$ cat src/rtl/alu_seq.sv
// alu_seq: sequential MiniRISC ALU with registered result, iterative multiplier and
// optional iterative divider (compile with ALU_SEQ_DIV_EN defined to include DIV).
module alu_seq #(
  parameter int DATA_W = 8
) (
  input  logic              clk,
  input  logic              rst_n,
  input  logic              start,
  input  logic [2:0]        op_type,
  input  logic [1:0]        arith_sel,
  input  logic [1:0]        logic_sel,
  input  logic [3:0]        shift_sel,
  input  logic [DATA_W-1:0] operand1,
  input  logic [DATA_W-1:0] operand2,
  output logic [DATA_W-1:0] result,
  output logic [DATA_W-1:0] result_hi,
  output logic              busy,
  output logic              done,
  input  logic [3:0]        flag_din,
  input  logic              flag_wr,
  output logic              flag_z,
  output logic              flag_c,
  output logic              flag_n,
  output logic              flag_v
);

  localparam int CNT_W = $clog2(DATA_W);

  localparam logic [2:0] OP_MOVE  = 3'b000;
  localparam logic [2:0] OP_ARITH = 3'b001;
  localparam logic [2:0] OP_LOGIC = 3'b010;
  localparam logic [2:0] OP_SHIFT = 3'b011;
  localparam logic [2:0] OP_MUL   = 3'b100;
`ifdef ALU_SEQ_DIV_EN
  localparam logic [2:0] OP_DIV   = 3'b101;
`endif

  localparam int FLAG_Z = 0;
  localparam int FLAG_C = 1;
  localparam int FLAG_N = 2;
  localparam int FLAG_V = 3;

  typedef enum logic [1:0] {
    S_IDLE,
    S_MUL
`ifdef ALU_SEQ_DIV_EN
    , S_DIV
`endif
  } state_t;

  state_t state, state_nxt;

  logic [CNT_W-1:0]  cnt;
  logic              last;
  logic [3:0]        flags;

  // Shared iteration registers: acc_hi is the product high half or the partial
  // remainder, acc_lo the multiplier or the dividend/quotient, opnd_b the
  // multiplicand or divisor.
  logic [DATA_W-1:0] acc_hi, acc_lo, opnd_b;

  logic [DATA_W-1:0] sc_result;
  logic [3:0]        sc_flags;
  logic [DATA_W-1:0] addend;
  logic              cin;
  logic [DATA_W:0]   sum;
  logic              sh_in, sh_out;

  logic [DATA_W:0]   mul_sum;
  logic [DATA_W-1:0] mul_hi_nxt, mul_lo_nxt;

  logic              fin_valid;
  logic [DATA_W-1:0] fin_result, fin_result_hi;
  logic              fin_flag_we;
  logic [3:0]        fin_flags;
  logic              iter_load;

  assign {flag_v, flag_n, flag_c, flag_z} = flags;
  assign busy = (state != S_IDLE);
  assign last = (cnt == CNT_W'(DATA_W - 1));

  // Single-cycle operations, evaluated directly from the inputs at the start edge.
  always_comb begin
    // NOTE: every signal written here gets a default first, so no path can leave
    // one unassigned and infer a latch.
    sc_result = '0;
    sc_flags  = flags;
    addend    = '0;
    cin       = 1'b0;
    sum       = '0;
    sh_in     = 1'b0;
    sh_out    = 1'b0;
    case (op_type)
      OP_MOVE: sc_result = operand2;
      OP_ARITH: begin
        addend    = operand2 ^ {DATA_W{arith_sel[1]}};
        cin       = arith_sel[0] ? (flags[FLAG_C] ^ arith_sel[1]) : arith_sel[1];
        sum       = {1'b0, operand1} + {1'b0, addend} + {{DATA_W{1'b0}}, cin};
        sc_result = sum[DATA_W-1:0];
        sc_flags[FLAG_Z] = (sc_result == '0);
        sc_flags[FLAG_C] = sum[DATA_W] ^ arith_sel[1];
        sc_flags[FLAG_N] = sc_result[DATA_W-1];
        sc_flags[FLAG_V] = (operand1[DATA_W-1] == addend[DATA_W-1]) &&
                           (sc_result[DATA_W-1] != operand1[DATA_W-1]);
      end
      OP_LOGIC: begin
        case (logic_sel)
          2'b00:   sc_result = operand1 & operand2;
          2'b01:   sc_result = operand1 | operand2;
          2'b10:   sc_result = operand1 ^ operand2;
          default: sc_result = {operand1[DATA_W/2-1:0], operand1[DATA_W-1:DATA_W/2]};
        endcase
        sc_flags[FLAG_Z] = (sc_result == '0);
        sc_flags[FLAG_N] = sc_result[DATA_W-1];
      end
      OP_SHIFT: begin
        case (shift_sel[1:0])
          2'b00: begin
            sh_out    = operand1[DATA_W-1];
            sh_in     = shift_sel[2];
            sc_result = {operand1[DATA_W-2:0], sh_in};
          end
          2'b01: begin
            sh_out    = operand1[0];
            sh_in     = shift_sel[3] ? operand1[DATA_W-1] : shift_sel[2];
            sc_result = {sh_in, operand1[DATA_W-1:1]};
          end
          2'b10: begin
            sh_out    = operand1[DATA_W-1];
            sh_in     = shift_sel[2] ? flags[FLAG_C] : operand1[DATA_W-1];
            sc_result = {operand1[DATA_W-2:0], sh_in};
          end
          default: begin
            sh_out    = operand1[0];
            sh_in     = shift_sel[2] ? flags[FLAG_C] : operand1[0];
            sc_result = {sh_in, operand1[DATA_W-1:1]};
          end
        endcase
        sc_flags[FLAG_Z] = (sc_result == '0);
        sc_flags[FLAG_C] = sh_out;
        sc_flags[FLAG_N] = sc_result[DATA_W-1];
      end
      default: ;  // reserved (and DIV when not compiled in): zero result, flags kept
    endcase
  end

  // One shift-add step: add the multiplicand when the current multiplier bit is set,
  // then shift the {acc_hi, acc_lo} pair right by one.
  assign mul_sum    = {1'b0, acc_hi} + (acc_lo[0] ? {1'b0, opnd_b} : {(DATA_W+1){1'b0}});
  assign mul_hi_nxt = mul_sum[DATA_W:1];
  assign mul_lo_nxt = {mul_sum[0], acc_lo[DATA_W-1:1]};

`ifdef ALU_SEQ_DIV_EN
  logic [DATA_W:0]   div_shift, div_trial;
  logic              div_fit;
  logic [DATA_W-1:0] div_rem_nxt, div_quo_nxt;

  // One restoring step. A zero divisor always fits, which naturally yields an
  // all-ones quotient and the dividend as remainder.
  assign div_shift   = {acc_hi, acc_lo[DATA_W-1]};
  assign div_trial   = div_shift - {1'b0, opnd_b};
  assign div_fit     = ~div_trial[DATA_W];
  assign div_rem_nxt = div_fit ? div_trial[DATA_W-1:0] : div_shift[DATA_W-1:0];
  assign div_quo_nxt = {acc_lo[DATA_W-2:0], div_fit};
`endif

  // Control FSM: next state and the values committed at the done edge.
  always_comb begin
    state_nxt     = state;
    fin_valid     = 1'b0;
    fin_result    = '0;
    fin_result_hi = '0;
    fin_flag_we   = 1'b0;
    fin_flags     = flags;
    iter_load     = 1'b0;
    case (state)
      S_IDLE: begin
        if (start) begin
          if (op_type == OP_MUL) begin
            state_nxt = S_MUL;
            iter_load = 1'b1;
          end
`ifdef ALU_SEQ_DIV_EN
          else if (op_type == OP_DIV) begin
            state_nxt = S_DIV;
            iter_load = 1'b1;
          end
`endif
          else begin
            fin_valid   = 1'b1;
            fin_result  = sc_result;
            fin_flag_we = 1'b1;
            fin_flags   = sc_flags;
          end
        end
      end
      S_MUL: begin
        if (last) begin
          state_nxt         = S_IDLE;
          fin_valid         = 1'b1;
          fin_result        = mul_lo_nxt;
          fin_result_hi     = mul_hi_nxt;
          fin_flag_we       = 1'b1;
          fin_flags[FLAG_Z] = ({mul_hi_nxt, mul_lo_nxt} == '0);
          fin_flags[FLAG_C] = (mul_hi_nxt != '0);
          fin_flags[FLAG_N] = mul_hi_nxt[DATA_W-1];
          fin_flags[FLAG_V] = (mul_hi_nxt != '0);
        end
      end
`ifdef ALU_SEQ_DIV_EN
      S_DIV: begin
        if (last) begin
          state_nxt     = S_IDLE;
          fin_valid     = 1'b1;
          fin_result    = div_quo_nxt;
          fin_result_hi = div_rem_nxt;
          fin_flag_we   = 1'b1;
          if (opnd_b == '0) begin
            fin_flags = 4'b1100;  // V=1, N=1, C=0, Z=0
          end else begin
            fin_flags[FLAG_Z] = (div_quo_nxt == '0);
            fin_flags[FLAG_C] = 1'b0;
            fin_flags[FLAG_N] = div_quo_nxt[DATA_W-1];
            fin_flags[FLAG_V] = 1'b0;
          end
        end
      end
`endif
      default: state_nxt = S_IDLE;
    endcase
  end

  always_ff @(posedge clk or negedge rst_n) begin
    // NOTE: sequential state uses non-blocking assignments so every register
    // samples pre-edge values regardless of statement order.
    if (!rst_n) state <= S_IDLE;
    else        state <= state_nxt;
  end

  always_ff @(posedge clk or negedge rst_n) begin
    if (!rst_n) begin
      result    <= '0;
      result_hi <= '0;
      done      <= 1'b0;
      flags     <= '0;
      cnt       <= '0;
      acc_hi    <= '0;
      acc_lo    <= '0;
      opnd_b    <= '0;
    end else begin
      done <= fin_valid;
      if (fin_valid) begin
        result    <= fin_result;
        result_hi <= fin_result_hi;
      end
      // An explicit flag write wins over the operation's own update.
      if (flag_wr)          flags <= flag_din;
      else if (fin_flag_we) flags <= fin_flags;

      // MUL is commutative, so both multi-cycle ops load op1 into acc_lo and op2 into opnd_b.
      if (iter_load) begin
        acc_hi <= '0;
        acc_lo <= operand1;
        opnd_b <= operand2;
        cnt    <= '0;
      end else if (busy) begin
        cnt <= last ? '0 : cnt + CNT_W'(1);
        if (state == S_MUL) begin
          acc_hi <= mul_hi_nxt;
          acc_lo <= mul_lo_nxt;
        end
`ifdef ALU_SEQ_DIV_EN
        else if (state == S_DIV) begin
          acc_hi <= div_rem_nxt;
          acc_lo <= div_quo_nxt;
        end
`endif
      end
    end
  end

endmodule

$ cat config.mk
export PLATFORM = sky130hd
export DESIGN_NAME = alu_seq
export DESIGN_NICKNAME = d
export VERILOG_FILES = /design/src/rtl/alu_seq.sv
export SDC_FILE = /design/constraint.sdc
export NUM_CORES = 1
export LEC_CHECK = 0
export ABC_CLOCK_PERIOD_IN_PS = 6890
export BUFFER_PORTS_ARGS = -buffer_cell sky130_fd_sc_hd__buf_2
export CAP_MARGIN = 15
export CELL_PAD_IN_SITES_DETAIL_PLACEMENT = 1
export CELL_PAD_IN_SITES_GLOBAL_PLACEMENT = 2
export CORE_UTILIZATION = 38
export DETAILED_ROUTE_END_ITERATION = 8
export PLACE_DENSITY = 0.88
export SETUP_SLACK_MARGIN = 0.05
export SLEW_MARGIN = 20
export SYNTH_ARGS = -nofsm -noshare
export SYNTH_HDL_FRONTEND = slang
export SYNTH_SLANG_ARGS = --single-unit
$ cat constraint.sdc
create_clock -name clk -period 6.89 [get_ports clk]
set_input_delay 0.689 -clock clk [delete_from_list [all_inputs] [get_ports clk]]
set_output_delay 0.689 -clock clk [all_outputs]
set_load 0.01 [all_outputs]
Word-level counts from Yosys, hierarchy flattened --
Cells that the tools add are included.
Cells by class: add/sub/neg operators 4, equal/unequal tests 21, mux-type cells 47, bitwise logic cells 6, reduce and logical (&&, ||, !) cells 21
Operator list (count):
- $mux W8 | 14
- $pmux W8 S3 | 2
- $pmux W8 S4 | 1
- $logic_not A8 Y1 | 3
- $mux W4 | 5
- $add A8 B8 Y9 | 2
- $reduce_and A6 Y1 | 3
- $logic_not A16 Y1 | 1
- $pmux W8 S2 | 1
- $xor A8 B8 Y8 | 2
- $mux W1 | 12
- $add A9 B1 Y9 | 1
- $mux W3 | 3
- $ne A3 B3 Y1 const B | 3
- $and A8 B8 Y8 | 1
- $or A8 B8 Y8 | 1
- $pmux W4 S2 | 1
- $reduce_bool A2 Y1 | 4
- $reduce_bool A8 Y1 | 1
- $eq A2 B1 Y1 const B | 3
- $eq A3 B2 Y1 const B | 2
- $eq A3 B3 Y1 const B | 2
- $logic_not A2 Y1 | 3
- $mux W2 | 3
- other kinds (19) | 25
Word-level totals: flip-flop bits (word level) 50, bits of input ports 35, output and inout port bits 22, logic and storage cells 110

Logic depth before layout (Yosys ltp) --
Gate-level depths: netlist of run 1.
depth after elaboration 11, mapped depth 11, mapped depth without buffers 11

Worst setup path before layout of run 1 --
Ideal clock, no wire load.
path kind input-to-reg, start in arith_sel[1], end reg result[6], setup time 130 ps, data arrival time 3021 ps, data required time 6760 ps, path slack 3739 ps, stages 11, buffers on the path 1, cells stage by stage clkbuf_1 > xor2_1 > fa_1 > inv_1 > fa_1 > nor2b_1 > o31a_1 > or4_1 > o311ai_0 > o211a_1 > o21ai_0
On the way: cells in the longest elaborated chain, start to end 7, elaborated cells between the ends (all ways) 9, those cells by class add/sub (2); mux (5); bitwise (2)
RTL lines:
- from (decl) | RTL line 10 | input logic [1:0] arith_sel,
- $xor A8 B8 Y8 / $xor A1 B1 Y1 (equally long branches) | RTL line 96, 97
- $add A8 B8 Y9 / $mux W1 (equally long branches) | RTL line 98, 97
- $add A9 B1 Y9 (*) | RTL line 98 | sum = {1'b0, operand1} + {1'b0, addend} + {{DATA_W{1'b0}}, cin};
- $pmux W8 S4 (*) | RTL line 93 | case (op_type)
- $mux W8 (*) | RTL line 179 | if (op_type == OP_MUL) begin
- $mux W8 (*) | RTL line 178 | if (start) begin
- $pmux W8 S2 (*) | RTL line 176 | case (state)
- to (signal assigned) | RTL line 253 | result <= fin_result;
- to (decl) | RTL line 15 | output logic [DATA_W-1:0] result,
Every way passes the cells marked *; elsewhere a longest branch is shown, timed or not. A chain may end at the register's enable or synchronous reset.

Worst setup path in the final report of run 1 --
start reg acc_lo[0], end reg flags[1]
On the way: cells in the longest elaborated chain, start to end 7
RTL lines:
- from (decl) | RTL line 60 | logic [DATA_W-1:0] acc_hi, acc_lo, opnd_b;
- from (signal assigned) | RTL line 263 | acc_lo <= operand1;
- from (signal assigned) | RTL line 270 | acc_lo <= mul_lo_nxt;
- $mux W8 | RTL line 149 | assign mul_sum = {1'b0, acc_hi} + (acc_lo[0] ? {1'b0, opnd_b} : {(DATA_W+1){1'b0}});
- $add A8 B8 Y9 | RTL line 149
- $reduce_bool A8 Y1 | RTL line 205 | fin_flags[FLAG_C] = (mul_hi_nxt != '0);
- $mux W4 | RTL line 198 | if (last) begin
- $pmux W4 S2 | RTL line 176
- $mux W4 | RTL line 258 | else if (fin_flag_we) flags <= fin_flags;
- $mux W4 | RTL line 257 | if (flag_wr) flags <= flag_din;
- to (signal assigned) | RTL line 257
- to (signal assigned) | RTL line 258
- to (decl) | RTL line 55 | logic [3:0] flags;
Every way passes these cells. The select of a mux whose other input is x is not followed.

==> results of run 1 <==
[per-layer routing]
metal / track usage (%) / vias to the layer above
li1: - / 1713
met1: 34.18 / 1837
met2: 38.46 / 97
met3: 3.258 / 10
met4: 5.510 / 0
met5: 0 / -
[Yosys cell counts (all sizes together), types with 2 or more instances]
| library cell | number | area, sq um |
|---|---|---|
| and3b | 2 | 17.52 |
| o21ai | 36 | 180.2 |
| clkbuf | 13 | 48.80 |
| or2 | 3 | 18.77 |
| xnor2 | 7 | 61.31 |
| a21oi | 32 | 160.2 |
| a22o | 11 | 96.34 |
| o221a | 2 | 22.52 |
| a222oi | 2 | 20.02 |
| o311ai | 2 | 17.52 |
| and3 | 2 | 12.51 |
| a21o | 3 | 22.52 |
| nor2 | 27 | 101.4 |
| o22ai | 2 | 12.51 |
| xor2 | 10 | 87.58 |
| nor4bb | 2 | 20.02 |
| nor3 | 7 | 35.03 |
| a211oi | 6 | 45.04 |
| nand3b | 2 | 15.01 |
| o211ai | 4 | 30.03 |
| nand4b | 2 | 17.52 |
| ha | 33 | 412.9 |
| o21a | 3 | 22.52 |
| mux2 | 8 | 90.09 |
| nand3 | 6 | 30.03 |
| o31ai | 4 | 30.03 |
| nor2b | 5 | 31.28 |
| inv | 40 | 150.1 |
| nand2b | 5 | 31.28 |
| o21bai | 2 | 15.01 |
| a31oi | 4 | 25.02 |
| nor4 | 4 | 25.02 |
| a22oi | 8 | 60.06 |
| mux2i | 6 | 60.06 |
| or3 | 2 | 12.51 |
| nand2 | 42 | 157.7 |
| or4 | 2 | 15.01 |
| fa | 3 | 60.06 |
| mux4 | 10 | 247.7 |
| o221ai | 2 | 17.52 |
| dfrtp | 49 | 1226 |
| nand4 | 3 | 18.77 |
| buf | 6 | 43.79 |
| nor3b | 2 | 20.02 |
| and2 | 10 | 62.56 |
[where the power goes]
group / switching [uW] / internal, uW / leakage [uW] / total [uW]
Combinational: 383 / 262 / 0.00146 / 645
Sequential: 84.5 / 402 / 0.000628 / 487
Clock: 105 / 72.8 / 0.0000456 / 178
[through the flow]
stage	std cells	hold slack (ns)	total power [uW]
5_1_grt	626	0.5229	1410
4_1_cts	626	0.4969	1317
6_report	626	0.4813	1309
3_3_place_gp	618	0.4656	1107
3_5_place_dp	618	0.4714	1136
2_1_floorplan	444	0.3934	902.4
[cell type report]
class	instances	area [sq um]	share of cell area, %
Clock buffer	6	72.57	1.630
Clock inverter	2	13.76	0.3092
Inverter	40	150.1	3.373
Multi-Input combinational cell	336	2512	56.44
Sequential cell	49	1226	27.54
Tap cell	133	166.4	3.738
Timing Repair Buffer	60	310.3	6.970
[registers in the layout, indices dropped and copies added, names as in the netlist]
register,cells
acc_lo,8
flags,4
opnd_b,8
done,1
result_hi,8
result,8
state,1
cnt,3
acc_hi,8
[how the worst max path moves through the flow]
stage | slack [ns] | end | cells after the start
2_1_floorplan | 3.74 | result[6] | 11
3_3_place_gp | 3.79 | flags[1] | 11
3_5_place_dp | 3.70 | flags[1] | 11
4_1_cts | 3.92 | flags[1] | 10
5_1_grt | 3.73 | flags[1] | 10
6_report | 3.89 | flags[1] | 10
[kinds of logic after synthesis]
group / share of synthesized area, %
adder cells (fa/ha/maj): 11.88
AO/OA/AOI/OAI: 21.15
XOR/XNOR: 3.740
buffers and inverters: 6.097
AND/OR/NAND/NOR: 16.34
flip-flops: 30.80
multiplexers: 9.994
==> run metrics, run 1 <==
Initial Util 39.99%; Placeable Area 9955 sq um; CTS clock-pin slew for the worst setup and hold paths 0.10 ns; vias in the first global route 3732; CP Buf/Inv Count 1; Area Overhead vs Synth 11.82%; WL final 12840 um; Slew HR 38.92%; Tot GR Track Use 24.01%; RePlAce Congestion 0.8998; r2r endpoint flags[1]; CTS tree built; skew final 0.007147 ns; fillers 1208; Worst EP arrival 3.15 ns; Hold Violations, Final 0; data required time of the worst path 7.05 ns; CP top delay family simple AND/OR/NAND/NOR gates; crit path capture type register; port bufs 56; crit start category register; fin crit period 2.997 ns; Distinct cells, synth 58; ys flop type dfrtp_1; final net count 563; most common cell after layout, fill and taps aside buf_2; number of synthesized flops with an enable pin 0; upper clock frequency limit 333.7 MHz; antenna violations before repair 0; drt wl/cell 20.52 um; I/O Pins 57; Die Width 104.4 um; clock root cell clkbuf_8; area of the mapped netlist 3981 sq um; layout cells sized above 1 17.44%; total CTS buffers 5; Post-CTS Hold Fix Bufs 0; register area share after synthesis 30.80%; Syn Area/Cell 8.967 sq um; HP Class input port to asynchronous set/reset pin; DR WL met3 471 um; Worst-Skew Late Latency 0.30 ns; # DRC 0; asr flop ratio synth 100.0%; Pleak 0.002137 uW; CP max FO 9; Crit Path Class register to register; worst reg2reg path startpoint acc_lo[0]; antenna diode count 0; pre-CTS setup slack 3.704 ns; die area 10890 sq um; most frequent cells in the layout buf_2 (56), dfrtp_1 (49), nand2_1 (42), inv_1 (40), o21ai_0 (36); PwrDens 294.1 nW/um^2; CP startpoint acc_lo[0]; post-route setup slack 3.893 ns; worst-margin pin slew 0.9119 ns; setup bufs post-CTS 0; Worst Reg-to-Reg Cells 10; final period utilization 43.50%; Util after Layout 44.72%; Final Cell Area 4452 sq um; Setup TNS 0 ns; routed length on met1 6165 um; first-pass GRT wire length 20530 um; setup violators final 0; largest net degree at the start of global routing 50; RSZ-0062 raised after global routing false; Top Layer Used met4; DRT antenna net count 0; Syn Inst Count 444; Warnings, synthesis 0; Slowest-stage cell, CP nor4bb_1; flops & latches, synth 49; H-tree depth 2; DRT iter0 DRCs 204; Final HPWL DP 10070 um; row cnt 36; cts repair resizes 0; global route total overflow 0; met2 WL 6107 um; maximum vdd drop 129.4 uV; Vias/cell 5.842; DP Area 4365 sq um; CTS max path bufs 2; DRT Pass-1 Iters 7; Worst path max stage delay 0.57 ns; status completed; Critical Path, Cell by Cell and2_1 > ha_1 > inv_1 > fa_1 > nand2b_1 > a211oi_1 > o31ai_1 > a21oi_1 > nor4bb_1 > o211ai_1; die height 104.4 um; clk sink count 49; Post-Syn Nets 515; Max-Cap Viols 0; flop2flop setup slack 3.89 ns; Slew Viols, Final 0; vias 3657
Note: power is estimated with default switching activity, not from simulation.
==> run 2, diff against run 1 <==
--- a/config.mk
+++ b/config.mk
@@ -5,14 +5,14 @@
 export SDC_FILE = /design/constraint.sdc
 export NUM_CORES = 1
 export LEC_CHECK = 0
-export ABC_CLOCK_PERIOD_IN_PS = 6890
+export ABC_CLOCK_PERIOD_IN_PS = 2800
 export BUFFER_PORTS_ARGS = -buffer_cell sky130_fd_sc_hd__buf_2
 export CAP_MARGIN = 15
 export CELL_PAD_IN_SITES_DETAIL_PLACEMENT = 1
 export CELL_PAD_IN_SITES_GLOBAL_PLACEMENT = 2
-export CORE_UTILIZATION = 38
+export CORE_UTILIZATION = 36
 export DETAILED_ROUTE_END_ITERATION = 8
-export PLACE_DENSITY = 0.88
+export PLACE_DENSITY = 0.84
 export SETUP_SLACK_MARGIN = 0.05
 export SLEW_MARGIN = 20
 export SYNTH_ARGS = -nofsm -noshare
==> constraint.sdc (replaced) <==
create_clock -name clk -period 2.8 [get_ports clk]
set_input_delay 0.28 -clock clk [delete_from_list [all_inputs] [get_ports clk]]
set_output_delay 0.28 -clock clk [all_outputs]
set_load 0.01 [all_outputs]
==> run 2 against run 1 <==
Setup slack got worse by 3.7 ns. Global-route usage is 0.83 points lower. Critical path type unchanged. Combinational power rose to 2.6 times the previous value. Register-to-register slack worse by 3.7 ns. Final cell count up 2.7%. Critical endpoint unchanged. Highest routed layer unchanged.
==> run metrics, run 2 (synthesized netlist as in run 1, its figures left out) <==
total CTS buffers 5 (unchanged); Pleak 0.002200 uW (+2.9%); crit start category register; routed length on met1 5548 um (-10%); combinational fraction of design power 49.8% (+0.6 points); r2r endpoint flags[1]; port bufs 56 (unchanged); Worst Reg-to-Reg Cells 11 (+1); hold-critical path depth 3; CTS max path bufs 2 (unchanged); die area 11480 sq um (+5.4%); CTS clock-pin slew for the worst setup and hold paths 0.10 ns (about the same); data required time of the worst path 2.99 ns (-4.06 ns); Final HPWL DP 9924 um (-1.4%); Worst EP arrival 2.77 ns (-0.38 ns); Vias/cell 5.691 (-2.6%); RSZ-0062 raised after global routing true; antenna diode count 0 (unchanged); WHS 0.2264 ns (-0.2549 ns); Worst-Skew Late Latency 0.31 ns (about the same); met2 WL 6263 um (+2.6%); Tot GR Track Use 23.18% (-0.83 points); worst reg2reg path startpoint acc_lo[0]; final net count 573 (+1.8%); worst hold endpoint flags[2]; Slew HR 46.69% (+7.8 points); Area Overhead vs Synth 15.08%; final period utilization 92.06% (+49 points); PwrDens 723.9 nW/um^2 (+150%); status completed; crit path capture type register; first-pass GRT wire length 20350 um (-0.91%); upper clock frequency limit 388.0 MHz (+16%); Placeable Area 10790 sq um (+8.4%); die height 107.2 um (+2.7%); clock root cell clkbuf_8; Max-Cap Viols 0 (unchanged); drt wl/cell 19.56 um (-4.7%); Slew Viols, Final 0 (unchanged); vias in the first global route 3836 (+2.8%); Top Layer Used met4; WL final 12570 um (-2.1%); CTS tree built; global route total overflow 0 (unchanged); I/O Pins 57 (unchanged); row cnt 38 (+5.6%); CP max FO 3 (-6); HP Class input port to register; DRT antenna net count 0 (unchanged); Crit Path Class register to register; sequential group share of total power 36.3% (-0.9 points); largest net degree at the start of global routing 27 (-46%); # DRC 0 (unchanged); H-tree depth 2 (unchanged); DR WL met3 483 um (+2.5%); RePlAce Congestion 0.8955 (-0.48%); Die Width 107.2 um (+2.7%); worst-margin pin slew 0.7959 ns (-0.1160 ns); most frequent cells in the layout buf_2 (56), dfrtp_1 (49), nand2_1 (42), inv_1 (40), o21ai_0 (36); antenna violations before repair 0 (unchanged); fin crit period 2.578 ns (-0.4193 ns); cell internal pwr 1896 uW (+160%); vias 3659 (+0.055%); DRT Pass-1 Iters 4 (-3); Setup TNS 0 ns (unchanged); Switching Power 1421 uW (+150%); setup violators final 0 (unchanged); clk sink count 49 (unchanged); most common cell after layout, fill and taps aside buf_2; maximum vdd drop 269.7 uV (+110%); flop2flop setup slack 0.22 ns (-3.67 ns); clock share of power 14.0% (+0.4 points); Initial Util 36.89% (-3.1 points); skew final 0.01281 ns (+0.005661 ns); hold_sp flag_din[2]; layout cells sized above 1 20.08% (+2.6 points); DRT iter0 DRCs 196 (-3.9%); Hold Violations, Final 0 (unchanged); Net Sw Frac 42.84% (-0.87 points)
[run 2: changes by cell type in the layout (fill, tap and decap cells not counted), moves of 2 or more]
cell / change
buf_4: +9
a211oi_1: -2
a211oi_2: +2
o311ai_0: -2
o311ai_1: +2
[run 2: cell type report]
cell class	instances	area (sq um)
fillers	1293	6211
clock inverters	2	13.76
well taps	140	175.2
repair buffers	70	387.9
inverters	40	150.1
clock buffers	6	82.58
multi-input cells	336	2546
flip-flops and latches	49	1226
[run 2: metrics by stage]
step	setup slack [ns]	utilization, %	cell area [sq um]	cells	power (uW)
floorplan	0.05794	-	3981	444	2221
global placement	0.09947	41.15	4442	634	2777
detailed placement	0.05048	41.15	4442	634	2843
CTS	0.06286	42.20	4554	643	3317
global route	0.03588	42.45	4582	643	3578
finish	0.2224	42.45	4582	643	3317
[run 2: metal layers]
metal / track usage, % / vias up
met4: 7.241 / 0
li1: - / 1735
met3: 2.857 / 22
met2: 39.91 / 84
met5: 0 / -
met1: 30.16 / 1818
[run 2: worst max path at each step]
stage,endpoint,from,slack (ns),depth (start not counted)
6_report,flags[1],acc_lo[0],0.22,11
5_1_grt,flags[0],acc_lo[0],0.04,10
4_1_cts,flags[0],acc_lo[0],0.06,10
3_5_place_dp,flags[0],acc_lo[0],0.05,10
3_3_place_gp,flags[0],opnd_b[0],0.1,10
2_1_floorplan,result[6],arith_sel[1],0.06,11
[run 2: repair_timing]
action / 4_1_cts / 5_1_grt
buffers inserted: 0 / 0
pin swaps: 0 / 4
endpoints found under the setup margin: 1 / 5
gates resized for setup: 1 / 8
hold endpoints to repair: 23 / 0
hold buffers: 1 / 0
[run 2: power by group through the flow]
stage                     clock (uW)  combinational, uW  sequential [uW]
after floorplan                    0               1020             1200
after global placement             0               1570             1200
after detailed placement           0               1630             1220
after CTS                        477               1630             1210
after global routing             502               1840             1240
final                            464               1650             1200
[run 2: worst max-delay path, cell delays in order, from the launching register on]
cell and delay, ns:
dfrtp_1 0.36, and2_1 0.15, ha_1 0.19, inv_1 0.06, fa_1 0.39, xnor2_1 0.19, nor3b_1 0.20, o21ai_0 0.20
nor2_1 0.12, nor4bb_1 0.33, buf_4 0.18, o211ai_1 0.09
==> run 3, diff against run 2 <==
--- a/config.mk
+++ b/config.mk
@@ -5,14 +5,15 @@
 export SDC_FILE = /design/constraint.sdc
 export NUM_CORES = 1
 export LEC_CHECK = 0
+export ABC_AREA = 1
 export ABC_CLOCK_PERIOD_IN_PS = 2800
 export BUFFER_PORTS_ARGS = -buffer_cell sky130_fd_sc_hd__buf_2
 export CAP_MARGIN = 15
 export CELL_PAD_IN_SITES_DETAIL_PLACEMENT = 1
 export CELL_PAD_IN_SITES_GLOBAL_PLACEMENT = 2
-export CORE_UTILIZATION = 36
+export CORE_UTILIZATION = 32
 export DETAILED_ROUTE_END_ITERATION = 8
-export PLACE_DENSITY = 0.84
+export PLACE_DENSITY = 0.83
 export SETUP_SLACK_MARGIN = 0.05
 export SLEW_MARGIN = 20
 export SYNTH_ARGS = -nofsm -noshare
==> run 3 against run 2 <==
Largest cell class unchanged. Non-clock buffer count shrank 11. Synthesized area grew 2.5%. First-iteration DRC count is 6.1% lower. Register-to-register slack better by 0.099 ns. The flow now finishes with violations (negative hold slack). Fmax increased by 4.0%. Critical endpoint is now flags[0]. Total power rose by 13%. Via count grew 12%.
==> run metrics, run 3 <==
status finished with violations; failing checks negative hold slack; # DRC 0 (unchanged); clk sink count 49 (unchanged); Crit Path Class register to register; port bufs 56 (unchanged); CP max FO 9 (+6); Pleak 0.002502 uW (+14%); r2r endpoint flags[0]; fin crit period 2.479 ns (-0.09892 ns); DRT antenna net count 0 (unchanged); worst reg2reg path startpoint acc_lo[0]; most frequent cells in the layout nand2_1 (165), inv_1 (80), buf_2 (56), nor2_1 (54), dfrtp_1 (49); Die Width 114.9 um (+7.3%); Syn Area/Cell 6.871 sq um (-23%); final period utilization 88.52% (-3.5 points); clock root cell clkbuf_16; die height 114.9 um (+7.3%); row cnt 40 (+5.3%); cts repair resizes 0 (-1); DRT iter0 DRCs 184 (-6.1%); Worst EP arrival 2.71 ns (-0.06 ns); setup bufs post-CTS 0 (unchanged); CTS tree built; Worst-Skew Late Latency 0.30 ns (about the same); most common cell in the synthesized netlist nand2_1; drt wl/cell 16.91 um (-14%); Area Overhead vs Synth 14.59%; asr flop ratio synth 100.0% (unchanged); WHS -0.008867 ns (-0.2352 ns); Distinct cells, synth 40 (-31%); Slew HR 59.15% (+12 points); register area share after synthesis 30.04% (-0.76 points); RePlAce Congestion 0.9042 (+0.97%); crit start category register; setup violators final 0 (unchanged); total CTS buffers 5 (unchanged); Final Power 3756 uW (+13%); die area 13210 sq um (+15%); RSZ-0062 raised after global routing false; data required time of the worst path 3.03 ns (+0.04 ns); first-pass GRT wire length 22360 um (+9.9%); skew final 0.003501 ns (-0.009307 ns); layout cells sized above 1 15.12% (-5.0 points); I/O Pins 57 (unchanged); fillers 1635 (+26%); cell accounting for the most synthesized area dfrtp_1; pre-CTS setup slack 0.07172 ns (+0.02124 ns); Post-Syn Nets 665 (+29%); CTS max path bufs 2 (unchanged); crit path capture type register; global route total overflow 0 (unchanged); largest net degree at the start of global routing 28 (+3.7%); Setup TNS 0 ns (unchanged); antenna diode count 0 (unchanged); final net count 718 (+25%); synth top area cells dfrtp_1 (30%), nand2_1 (15%), ha_1 (10%); Worst Reg-to-Reg Cells 16 (+5); area of the mapped netlist 4081 sq um (+2.5%); most common cell after layout, fill and taps aside nand2_1; Hold Violations, Final 12 (+12); vias in the first global route 4213 (+9.8%); Initial Util 33.42% (-3.5 points); maximum vdd drop 277.8 uV (+3.0%); upper clock frequency limit 403.4 MHz (+4.0%); Slew Viols, Final 0 (unchanged); number of synthesized flops with an enable pin 0 (unchanged); Placeable Area 12210 sq um (+13%); Warnings, synthesis 0 (unchanged); flops & latches, synth 49 (unchanged); worst-margin pin slew 0.6128 ns (-0.1830 ns); Final HPWL DP 11330 um (+14%); top cells by count, synth nand2_1 (165), inv_1 (80), nor2_1 (54); Vias/cell 5.027 (-12%); Tot GR Track Use 22.13% (-1.0 points); HP Class input port to asynchronous set/reset pin; PwrDens 803.1 nW/um^2 (+11%); Post-CTS Hold Fix Bufs 0 (-1); CTS clock-pin slew for the worst setup and hold paths 0.07 ns (-0.03 ns); Yosys top cell area share 30.04% (-0.76 points); vias 4102 (+12%); antenna violations before repair 0 (unchanged); Max-Cap Viols 0 (unchanged); post-route setup slack 0.3214 ns (+0.09892 ns); ys flop type dfrtp_1; WL final 13800 um (+9.8%); DRT Pass-1 Iters 4 (unchanged); H-tree depth 2 (unchanged); flop2flop setup slack 0.32 ns (+0.10 ns); Syn Inst Count 594 (+34%)
[run 3: worst max-delay path by stage]
stage	from	end	slack, ns	depth (start not counted)
after detailed placement	arith_sel[1]	result[6]	0.07	14
after floorplan	arith_sel[1]	flags[0]	0.50	16
after global placement	arith_sel[1]	result[6]	0.17	14
final	acc_lo[0]	flags[0]	0.32	16
after CTS	flags[1]	result[6]	0.16	13
after global routing	flags[1]	flags[1]	0.10	17
[run 3: logic make-up after synthesis]
group | count (synthesis) | share of synthesized area [%]
flops | 49 | 30.04
buf+inv | 101 | 10.09
xor+xnor | 10 | 2.146
compound gates | 100 | 15.02
fa+ha+maj | 36 | 11.59
simple gates | 298 | 31.12
[run 3: layer usage]
layer,GRT usage [%],share of wire [%],up-vias
met4,5.195,1.4,0
met5,0,0,-
met1,29.29,46,1973
li1,-,-,2025
met3,2.319,3.5,15
met2,38.67,49,89
[run 3: power breakdown]
group | internal [uW] | total [uW] | leakage (uW) | switching (uW)
combinational | 649 | 1870 | 0.00180 | 1220
sequential | 1010 | 1220 | 0.000624 | 207
clock | 384 | 666 | 0.0000805 | 282
[run 3: worst max-delay path, stage by stage, from the launching register on]
cell and delay (ns):
dfrtp_1 0.46, nand2_1 0.08, inv_1 0.06, ha_1 0.19, inv_1 0.07, fa_1 0.38
inv_1 0.11, nand2_1 0.07, a21boi_1 0.17, nand3_1 0.14, nor2_2 0.15, nand2_1 0.07
nor2_1 0.09, nand4_1 0.13, nand2_1 0.10, nor2_1 0.05, nor2_1 0.08
[run 3: cell type report]
type                            count  area (sq um)  share of cell area [%]
Multi-Input combinational cell    444          2444                   52.25
Inverter                           88         332.8                   7.116
Sequential cell                    49          1226                   26.22
Clock inverter                      1         8.758                  0.1873
Timing Repair Buffer               59         302.8                   6.474
Tap cell                          168         210.2                   4.494
Clock buffer                        7         152.6                   3.264
[run 3: stage by stage]
stage          instances  util (%)  area (sq um)
3_5_place_dp         808     36.98          4516
5_1_grt              816     38.30          4677
3_3_place_gp         808     36.98          4516
4_1_cts              816     38.30          4677
2_1_floorplan        594         -          4081
6_report             816     38.30          4677
